### src/rtl/add_seq_arbiter.sv
// Two-requester round-robin front end sharing one 8-bit adder; operands are
// summed one byte per cycle, least-significant byte first, with a registered carry.
module add_seq_arbiter #(
  parameter int WORDS = 4
) (
  input  logic               CLK,
  input  logic               ASYNCRESETN,
  input  logic               REQ0_VALID,
  output logic               REQ0_READY,
  input  logic [8*WORDS-1:0] REQ0_A,
  input  logic [8*WORDS-1:0] REQ0_B,
  input  logic               REQ0_CIN,
  input  logic               REQ1_VALID,
  output logic               REQ1_READY,
  input  logic [8*WORDS-1:0] REQ1_A,
  input  logic [8*WORDS-1:0] REQ1_B,
  input  logic               REQ1_CIN,
  output logic               RSP_VALID,
  input  logic               RSP_READY,
  output logic               RSP_ID,
  output logic [8*WORDS-1:0] RSP_SUM,
  output logic               RSP_COUT
);
  // state | meaning
  // IDLE  | arbitrate and accept one request
  // ADD   | add byte k of the latched operands
  // DONE  | hold the result until the response handshake
  typedef enum logic [1:0] {IDLE, ADD, DONE} stateT;

  localparam int nBits  = 8 * WORDS;
  localparam int kWidth = (WORDS > 1) ? $clog2(WORDS) : 1;
  localparam logic [kWidth-1:0] kLast = kWidth'(WORDS - 1);

  stateT             state;
  stateT             stateNext;
  logic              lastGrant;
  logic              grant0;
  logic              grant1;
  logic [nBits-1:0]  opA;
  logic [nBits-1:0]  opB;
  logic              carry;
  logic [nBits-1:0]  sumReg;
  logic              coutReg;
  logic              idReg;
  logic [kWidth-1:0] k;
  logic [kWidth+2:0] byteIdx;
  logic [8:0]        byteSum;

  // Requester 0 wins a conflict when 1 was granted last; a lone request always wins.
  assign grant0  = REQ0_VALID && (!REQ1_VALID || lastGrant);
  assign grant1  = REQ1_VALID && !grant0;
  assign byteIdx = {k, 3'b000};
  assign byteSum = {1'b0, opA[byteIdx +: 8]} + {1'b0, opB[byteIdx +: 8]} + {8'b0, carry};

  assign RSP_ID   = idReg;
  assign RSP_SUM  = sumReg;
  assign RSP_COUT = coutReg;

  always_ff @(posedge CLK or negedge ASYNCRESETN) begin
    if (!ASYNCRESETN) begin
      state     <= IDLE;
      lastGrant <= 1'b1;
      opA       <= '0;
      opB       <= '0;
      carry     <= 1'b0;
      sumReg    <= '0;
      coutReg   <= 1'b0;
      idReg     <= 1'b0;
      k         <= '0;
    end else begin
      state <= stateNext;
      case (state)
        IDLE: begin
          if (grant0 || grant1) begin
            opA       <= grant1 ? REQ1_A : REQ0_A;
            opB       <= grant1 ? REQ1_B : REQ0_B;
            carry     <= grant1 ? REQ1_CIN : REQ0_CIN;
            idReg     <= grant1;
            lastGrant <= grant1;
            k         <= '0;
          end
        end
        ADD: begin
          sumReg[byteIdx +: 8] <= byteSum[7:0];
          carry                <= byteSum[8];
          k                    <= k + kWidth'(1);
          if (k == kLast) coutReg <= byteSum[8];
        end
        default: ;
      endcase
    end
  end

  always_comb begin
    stateNext  = state;
    REQ0_READY = 1'b0;
    REQ1_READY = 1'b0;
    RSP_VALID  = 1'b0;
    case (state)
      IDLE: begin
        // Ready is gated by reset so nothing looks accepted while held in reset.
        REQ0_READY = ASYNCRESETN && grant0;
        REQ1_READY = ASYNCRESETN && grant1;
        if (grant0 || grant1) stateNext = ADD;
      end
      ADD: begin
        if (k == kLast) stateNext = DONE;
      end
      DONE: begin
        RSP_VALID = 1'b1;
        if (RSP_READY) stateNext = IDLE;
      end
      default: stateNext = IDLE;
    endcase
  end
endmodule

### config.mk
export PLATFORM = sky130hd
export DESIGN_NAME = add_seq_arbiter
export DESIGN_NICKNAME = d
export VERILOG_FILES = /design/src/rtl/add_seq_arbiter.sv
export SDC_FILE = /design/constraint.sdc
export NUM_CORES = 1
export LEC_CHECK = 0
export ABC_AREA = 1
export CORE_MARGIN = 1.5
export CORE_UTILIZATION = 60
export CTS_CLUSTER_DIAMETER = 60
export DETAILED_ROUTE_END_ITERATION = 6
export DONT_BUFFER_PORTS = 1
export PLACE_DENSITY = 0.76
export SYNTH_ARGS = -nofsm -noshare
export SYNTH_HDL_FRONTEND = slang
export SYNTH_SLANG_ARGS = --single-unit
### constraint.sdc
create_clock -name CLK -period 2.8 [get_ports CLK]
set_input_delay 0.56 -clock CLK [delete_from_list [all_inputs] [get_ports CLK]]
set_output_delay 0.56 -clock CLK [all_outputs]
set_load 0.03 [all_outputs]
# Word-level counts from Yosys, hierarchy flattened
# Cells that the tools add are included.
totals:
  input_bits: 135
  wordCells: 52
  ff_bits: 104
op_classes:
  shift: 4
  n_eq_ne: 6
  n_reduce_logical: 14
  muxes: 15
  add_sub_neg: 4
ops:
  columns: ["operator", "count"]
  rows:
  - ["$mux 32", 2]
  - ["$shiftx 32x6->8", 2]
  - ["$bwmux 32", 1]
  - ["$shift 8x7->32 const A", 1]
  - ["$shiftx 8x7->32", 1]
  - ["$add 8x8->9", 1]
  - ["$add 9x1->9", 1]
  - ["$mux 2", 4]
  - ["$neg 5->7", 1]
  - ["$ne 2x2->1 const B", 3]
  - ["$pmux 2 s3", 1]
  - ["$reduce_and 2->1", 3]
  - ["$mux 1", 5]
  - ["$eq 2x2->1 const B", 2]
  - ["$logic_and 1x1->1", 4]
  - ["$pmux 2 s2", 1]
  - ["$reduce_and 3->1", 1]
  - ["$add 2x1->2 const B", 1]
  - ["$eq 2x1->1 const B", 1]
  - ["$logic_not 1->1", 2]
  - ["$logic_not 2->1", 1]
  - ["$logic_or 1x1->1", 2]
  - ["$pmux 1 s2", 1]
  - ["$reduce_bool 2->1", 1]

# Depth between registers and ports, before layout
# Gate-level depths: netlist of run 1.
depth:
  depth_word: 8
  ltp_mapped: 14
  depth_no_buf: 13

# Least setup slack after synthesis of run 1
# OpenSTA, ideal clock, no wires.
synth_path:
  path_kind: "reg2reg"
  start: "register k[0]"
  end: "register sumReg[12], in the netlist RSP_SUM[12]"
  required_ps: 2734
  arrival_ps: 2336
  stages_incl_launch_ff: 13
  path_slack_ps: 398
  setup_ps: 66
  cell_sequence: "dfrtp_1 buf_2 clkbuf_1 nor2_1 o22ai_1 fa_1 inv_1 fa_1 inv_1 a21oi_1 xnor2_1 nand4_1 nand2_1"
synth_via:
  elab_chain_len: 5
  elab_cells_between_ends: 8
synth_rtl:
  columns: ["item", "line_no", "source"]
  rows:
  - ["from (decl)", "45", "logic [kWidth-1:0] k;"]
  - ["from (signal assigned)", "86", "k <= k + kWidth'(1);"]
  - ["$shiftx 32x6->8", "53", "assign byteSum = {1'b0, opA[byteIdx +: 8]} + {1'b0, opB[byteIdx +: 8]} + {8'b0, carry};"]
  - ["$add 8x8->9", "53", null]
  - ["$add 9x1->9", "53", null]
  - ["$shiftx 8x7->32", "84", "sumReg[byteIdx +: 8] <= byteSum[7:0];"]
  - ["$bwmux 32 *", "84", null]
  - ["to (signal, indexed assignment)", "84", null]
  - ["to (decl)", "42", "logic [nBits-1:0] sumReg;"]
# Mark *: on every way between the ends. The rest lies on a longest branch, timed or not.
# A chain may end at the register's enable or synchronous reset.

# Worst setup path in the final report of run 1
# Same ends and word-level chain as after synthesis.

==> impl_metrics.tcl, run 1 <==
set metrics [dict create \
    status "complete, but fails checks" \
    violations "hold timing" \
    syn_inst 700 \
    startpoint "k[0]" \
    fin_area_mm2 0.00582 \
    synth-seq-cells 104 \
    syn_nets 850 \
    pin_count 172 \
    hold_class "primary input to async pin" \
    grt_pass1_vias 4736 \
    dp_cells 782 \
    cap_violations 0 \
    final_layout_size_suffix_gt1_share_pct 11.4 \
    cts_resized 0 \
    tritoncts "done" \
    slew_headroom_pct 44.8 \
    hold-worst-slack_ns -0.126 \
    cts-root-buf "clkbuf_8" \
    crit_path_max_incr_delay_ns 0.40 \
    endpoint_kind "flip-flop" \
    cp_top_family "adder cells" \
    post-route-drc-count 0 \
    cts_made_buffers 9 \
    core_mm2 0.00915 \
    r2r-start "k[0]" \
    synth_xor_area_share_pct 0.467 \
    power_density_mw_per_mm2 1450 \
    routed_via_density 5.98 \
    hold_viol 103 \
    skew_ns 0.0138 \
    areaGrowthSynthToFinish_pct 3.36 \
    cp_slowest_cell "dfrtp_1" \
    gr-total-overflow 0 \
    die_w_um 99.9 \
    rsz0062_at_grt "false" \
    setup_viol 0 \
    grt_pass1_wl_um 23000 \
    rows 35 \
    antenna_cells 0 \
    setup_slack_ns 0.242 \
    arrival_ns 2.86 \
    port_buffers 0 \
    period_minus_slack_ns 2.56 \
    clk_pin_slew_ns 0.11 \
    dieArea_mm2 0.00997 \
    yosys.area_share.simple_pct 21.2 \
    synthArstFlopShare_pct 100 \
    yosysWarnings 0 \
    dp_slack_ns 0.243 \
    grtUsageTotal_pct 29.2 \
    cts_buffer_depth 2 \
    clk_latency_ns 0.37 \
    period_share_pct 91.4 \
    yosys-top-cells-area "dfrtp_1 (46%), nand2_1 (10%), a21oi_1 (8.9%)" \
    ys_seq_area_share_pct 46.3 \
    drt_iter0_markers 376 \
    synth_top_area_share_pct 45.8 \
    synth_fa_ha_area_share_pct 3.60 \
    reg2reg_to "RSP_SUM[12]" \
    synth-edff-count 0 \
    post_cts_buffers 0 \
    synth_ff_type "dfrtp_1" \
    worst_pin_slew_ns 0.828 \
    wire_per_inst_um 17.4 \
    synth_most_common_cell "nand2_1" \
    wl_um 13900 \
    synth_top_family_by_area "compound AO/OA/AOI/OAI gates" \
    p_leak_uw 0.00265 \
    final_cells 798 \
    worstPathMaxFanout 30 \
    avgSynthCellArea_um2 8.04 \
    grt_max_degree 106 \
    start_util_pct 61.5 \
    max_freq_mhz 391 \
    crit_cells 11 \
    placed_area_mm2 0.00563 \
    vdd_drop_max_v 0.000644 \
    start_kind "flip-flop" \
    synth_compound_gate_area_share_pct 21.7 \
    synth_top_cell_by_area "dfrtp_1" \
    dieHeight_um 99.9 \
    ys_top_cells_by_count "nand2_1 (155), nor2_1 (104), dfrtp_1 (103)" \
    slew_viol_final 0 \
    antenna_found_initial 0 \
    timing.critical_path.buf_inv 3 \
    hpwlAfterDp_um 10200 \
    crit_required_ns 3.10 \
    crit_type "flip-flop to flip-flop" \
    r2r_cells 11 \
    cts_sinks 104 \
    drtAntennaViolNets 0 \
    routabilityCongestion 0.928 \
    synthMuxAreaShare_pct 0 \
    fin_setup_tns_ns 0 \
    dr.pass1.iters 5 \
    syn-cell-area_mm2 0.00563 \
    reg2reg_slack_ns 0.24 \
    h-tree-depth 3 \
    power.total_uw 8410 \
    nNetsFinal 832 \
    crit_end "RSP_SUM[12]" \
    synth_cell_types 35 \
    num_vias 4774 \
    path_cells "buf_4 > o21ai_0 > o22ai_1 > fa_1 > inv_1 > fa_1 > inv_1 > a21oi_1 > xnor2_1 > nand4_1 > nand2_1" \
]
[per-layer routing]
metal,GRT usage (%),part of all wire (%),vias up
li1,-,-,2288
met1,38.3,42,2269
met2,49.8,50,189
met3,4.60,6.3,28
met4,9.97,2.1,0
met5,0,0,-
[worst reg2reg max path: cells and delay by family, from the launching register on]
kind,cells,cell delay [ns]
AOI/OAI and AO/OA,3,0.47
adders and majority gates,2,0.63
DFF,1,0.40
xor gates and xnor gates,1,0.29
buffers and inverters,3,0.49
and+or+nand+nor,2,0.22
[through the flow]
stage | hold WS (ns) | utilization (%)
floorplan | 0.264 | -
global placement | 0.270 | 61.5
detailed placement | 0.270 | 61.5
CTS | -0.139 | 63.6
global route | -0.143 | 63.6
finish | -0.126 | 63.6
[state kept, by name (all words and copies together), names as in the netlist]
| register | flops |
|---|---|
| RSP_ID | 1 |
| lastGrant | 1 |
| k | 2 |
| opB | 32 |
| carry | 1 |
| RSP_COUT | 1 |
| opA | 32 |
| RSP_SUM | 32 |
| state | 2 |
[report_power, final]
part,switching [uW],internal [uW],total [uW]
sequential,805,2180,2980
clock,540,359,899
combinational,2990,1530,4530
total,4340,4070,8410
[how the worst min path moves through the flow]
stage / from / end / slack (ns) / depth (start not counted)
after floorplan: ASYNCRESETN / RSP_COUT / 0.26 / 0
after global placement: ASYNCRESETN / RSP_ID / 0.27 / 0
after detailed placement: ASYNCRESETN / RSP_COUT / 0.27 / 0
after CTS: ASYNCRESETN / opB[0] / -0.14 / 0
after global routing: ASYNCRESETN / opB[0] / -0.14 / 0
final: ASYNCRESETN / opA[22] / -0.13 / 0
[logic make-up (layout without fill, tap and decap cells)]
logic type / after synthesis / after routing
simple gates: 295 / 295
compound gates: 206 / 206
flops: 104 / 104
buf+inv: 77 / 64
fa+ha+maj: 15 / 15
xor+xnor: 3 / 3
[final cells by class]
cell class	count	area [um^2]
Fill cell	785	3340
Multi-Input combinational cell	519	2650
Sequential cell	104	2600
Tap cell	111	139
Clock buffer	10	138
Inverter	36	136
Timing Repair Buffer	12	103
Clock inverter	6	50.0
[layout by cell type, fill, tap and decap left out, types with 3 or more instances in the layout]
cell type and count:
o21ai_0 47, clkbuf_8 10, a21oi_1 100, inv_1 31, a21oi_2 34, buf_4 11, nand2_2 3, o21ai_1 3
inv_2 4, dfrtp_1 103, o22ai_1 14, nand4_1 10, nor2_1 104, nand2_1 155, ha_1 13, nand3_1 16
Note: power is estimated with default switching activity, not from simulation.
==> inputs of run 2 (changes only) <==
- MAX_ROUTING_LAYER: not set -> met4
==> run 2 against run 1 <==
The flow still finishes with violations (hold timing). Non-clock buffer count rose by 1. Global-route usage rose by 0.089 points. Worst setup slack improved by 0.038 ns. Total power rose by 1.5%. Design area rose by 0.67%. Count of clock-buffer cells in the layout did not move. Critical path depth did not move. Clock skew rose by 0.00098 ns. Largest cell class unchanged. Highest routed layer unchanged.
==> impl_metrics.tcl, run 2 (synthesis results as in run 1) <==
set metrics [dict create \
    gr-max-usage-layer "met2" \
    max_freq_mhz 397 \
    start_util_pct 61.5 \
    fillCellCount 790 \
    start_kind "flip-flop" \
    clk_pin_slew_ns 0.10 \
    drtAntennaViolNets 0 \
    hpwlAfterDp_um 10100 \
    num_vias 4795 \
    antenna_cells 0 \
    post_cts_buffers 0 \
    dieHeight_um 99.9 \
    power_density_mw_per_mm2 1460 \
    antenna_found_initial 0 \
    grt_pass1_vias 4630 \
    post-route-drc-count 0 \
    wl_um 13600 \
    seqCellArea_mm2 0.00260 \
    dieArea_mm2 0.00997 \
    final_layout_size_suffix_gt1_share_pct 11.4 \
    violations "hold timing" \
    crit_required_ns 3.10 \
    placed_area_mm2 0.00564 \
    nNetsFinal 833 \
    swShare_pct 50.3 \
    routed_via_density 6.01 \
    rsz0062_at_grt "false" \
    gr-total-overflow 0 \
    final_cell_mix "nand2_1 (155), nor2_1 (104), dfrtp_1 (103)" \
    core_mm2 0.00915 \
    multi_input_area_mm2 0.00265 \
    p_leak_uw 0.00266 \
    endpoint_kind "flip-flop" \
    hold_viol 103 \
    die_w_um 99.9 \
    grt_pass1_wl_um 22500 \
    r2r-start "k[0]" \
    grt_max_degree 106 \
    fin_area_mm2 0.00586 \
    port_buffers 0 \
    hold_class "primary input to async pin" \
    h-tree-depth 3 \
    wire_per_inst_um 17.1 \
    status "complete, but fails checks" \
    drt_iter0_markers 268 \
    cts_resized 0 \
    skew_ns 0.0147 \
    period_share_pct 90.0 \
    crit_type "flip-flop to flip-flop" \
    reg2reg_slack_ns 0.28 \
    rows 35 \
    combPwrFrac_pct 53.0 \
    tritoncts "done" \
    use_met3_pct 4.74 \
    worstPathMaxFanout 30 \
    clk_latency_ns 0.37 \
    cts_made_buffers 9 \
    clkPwrFrac_pct 12.0 \
    cts_sinks 104 \
    arrival_ns 2.82 \
    hold-worst-slack_ns -0.119 \
    use_met1_pct 38.0 \
    slew_headroom_pct 43.6 \
    vdd_drop_max_v 0.000633 \
    cts-root-buf "clkbuf_8" \
    setup_viol 0 \
    setup_slack_ns 0.279 \
    fin_setup_tns_ns 0 \
    reg2reg_to "RSP_SUM[28]" \
    final_cells 798 \
    r2r_cells 11 \
    pwr-share-seq_pct 35.0 \
    cap_violations 0 \
    pin_count 172 \
    slew_viol_final 0 \
    netSwitchingPower_uw 4290 \
    grtUsageTotal_pct 29.3 \
    routabilityCongestion 0.990 \
    dp_slack_ns 0.320 \
    worst_pin_slew_ns 0.847 \
    cts_buffer_depth 2 \
    areaGrowthSynthToFinish_pct 4.05 \
    dp_cells 783 \
    grt_use_met2_pct 47.1 \
    period_minus_slack_ns 2.52 \
    dr.pass1.iters 4 \
    mostFrequentLayoutCell "nand2_1" \
    p_int_uw 4240 \
]
run 2: changes by cell type in the layout (fill, tap and decap cells not counted), sizes merged:
cell	delta
bufinv	+2
inv	-2
buf	+1
clkinv	-1
run 2: area by class of cell:
cell class | count | area share, %
multi-input combinational | 519 | 45.2
sequential | 104 | 44.5
tap | 111 | 2.37
clock buffer | 10 | 2.35
inverter | 36 | 2.33
timing repair buffer | 13 | 1.88
clock inverter | 5 | 1.39
run 2: critical path: stages (launching register included):
cell and delay [ns]:
dfrtp_1 0.38, buf_4 0.32, o21ai_0 0.15, o22ai_1 0.24, fa_1 0.23, inv_1 0.06, fa_1 0.39, inv_1 0.09
a21oi_1 0.08, xnor2_1 0.31, nand4_1 0.14, nand2_1 0.08
run 2: worst max path at each step:
| stage | startpoint | to | slack, ns |
|---|---|---|---|
| finish | k[0] | RSP_SUM[28] | 0.28 |
| global route | k[0] | RSP_SUM[12] | 0.04 |
| CTS | k[0] | RSP_SUM[28] | 0.30 |
| detailed placement | k[0] | RSP_SUM[28] | 0.32 |
| global placement | k[1] | RSP_SUM[28] | 0.44 |
| floorplan | k[0] | RSP_SUM[12] | 0.40 |
run 2: power groups by stage:
stage          combinational [uW]  clock, uW  sequential, uW
2_1_floorplan                3580          0            2800
3_3_place_gp                 4370          0            3000
3_5_place_dp                 4460          0            3010
4_1_cts                      4490       1030            2980
5_1_grt                      5150       1100            3060
6_report                     4520       1030            2980
run 2: per-stage QoR:
step / util, % / power [uW]
floorplan: - / 6380
global placement: 61.6 / 7370
detailed placement: 61.6 / 7470
CTS: 64.0 / 8510
global route: 64.0 / 9310
finish: 64.0 / 8530
run 2: metal layers:
metal	wire [um]	vias up
li1	-	2291
met1	5860	2318
met2	6740	158
met3	713	28
met4	316	0
met5	0	-
==> inputs of run 3 (changes only) <==
- CTS_BUF_LIST: not set -> sky130_fd_sc_hd__clkbuf_4 sky130_fd_sc_hd__clkbuf_8
==> results of run 3 <==
Same layout as run 2: the final DEF is identical, and so are final timing and power.
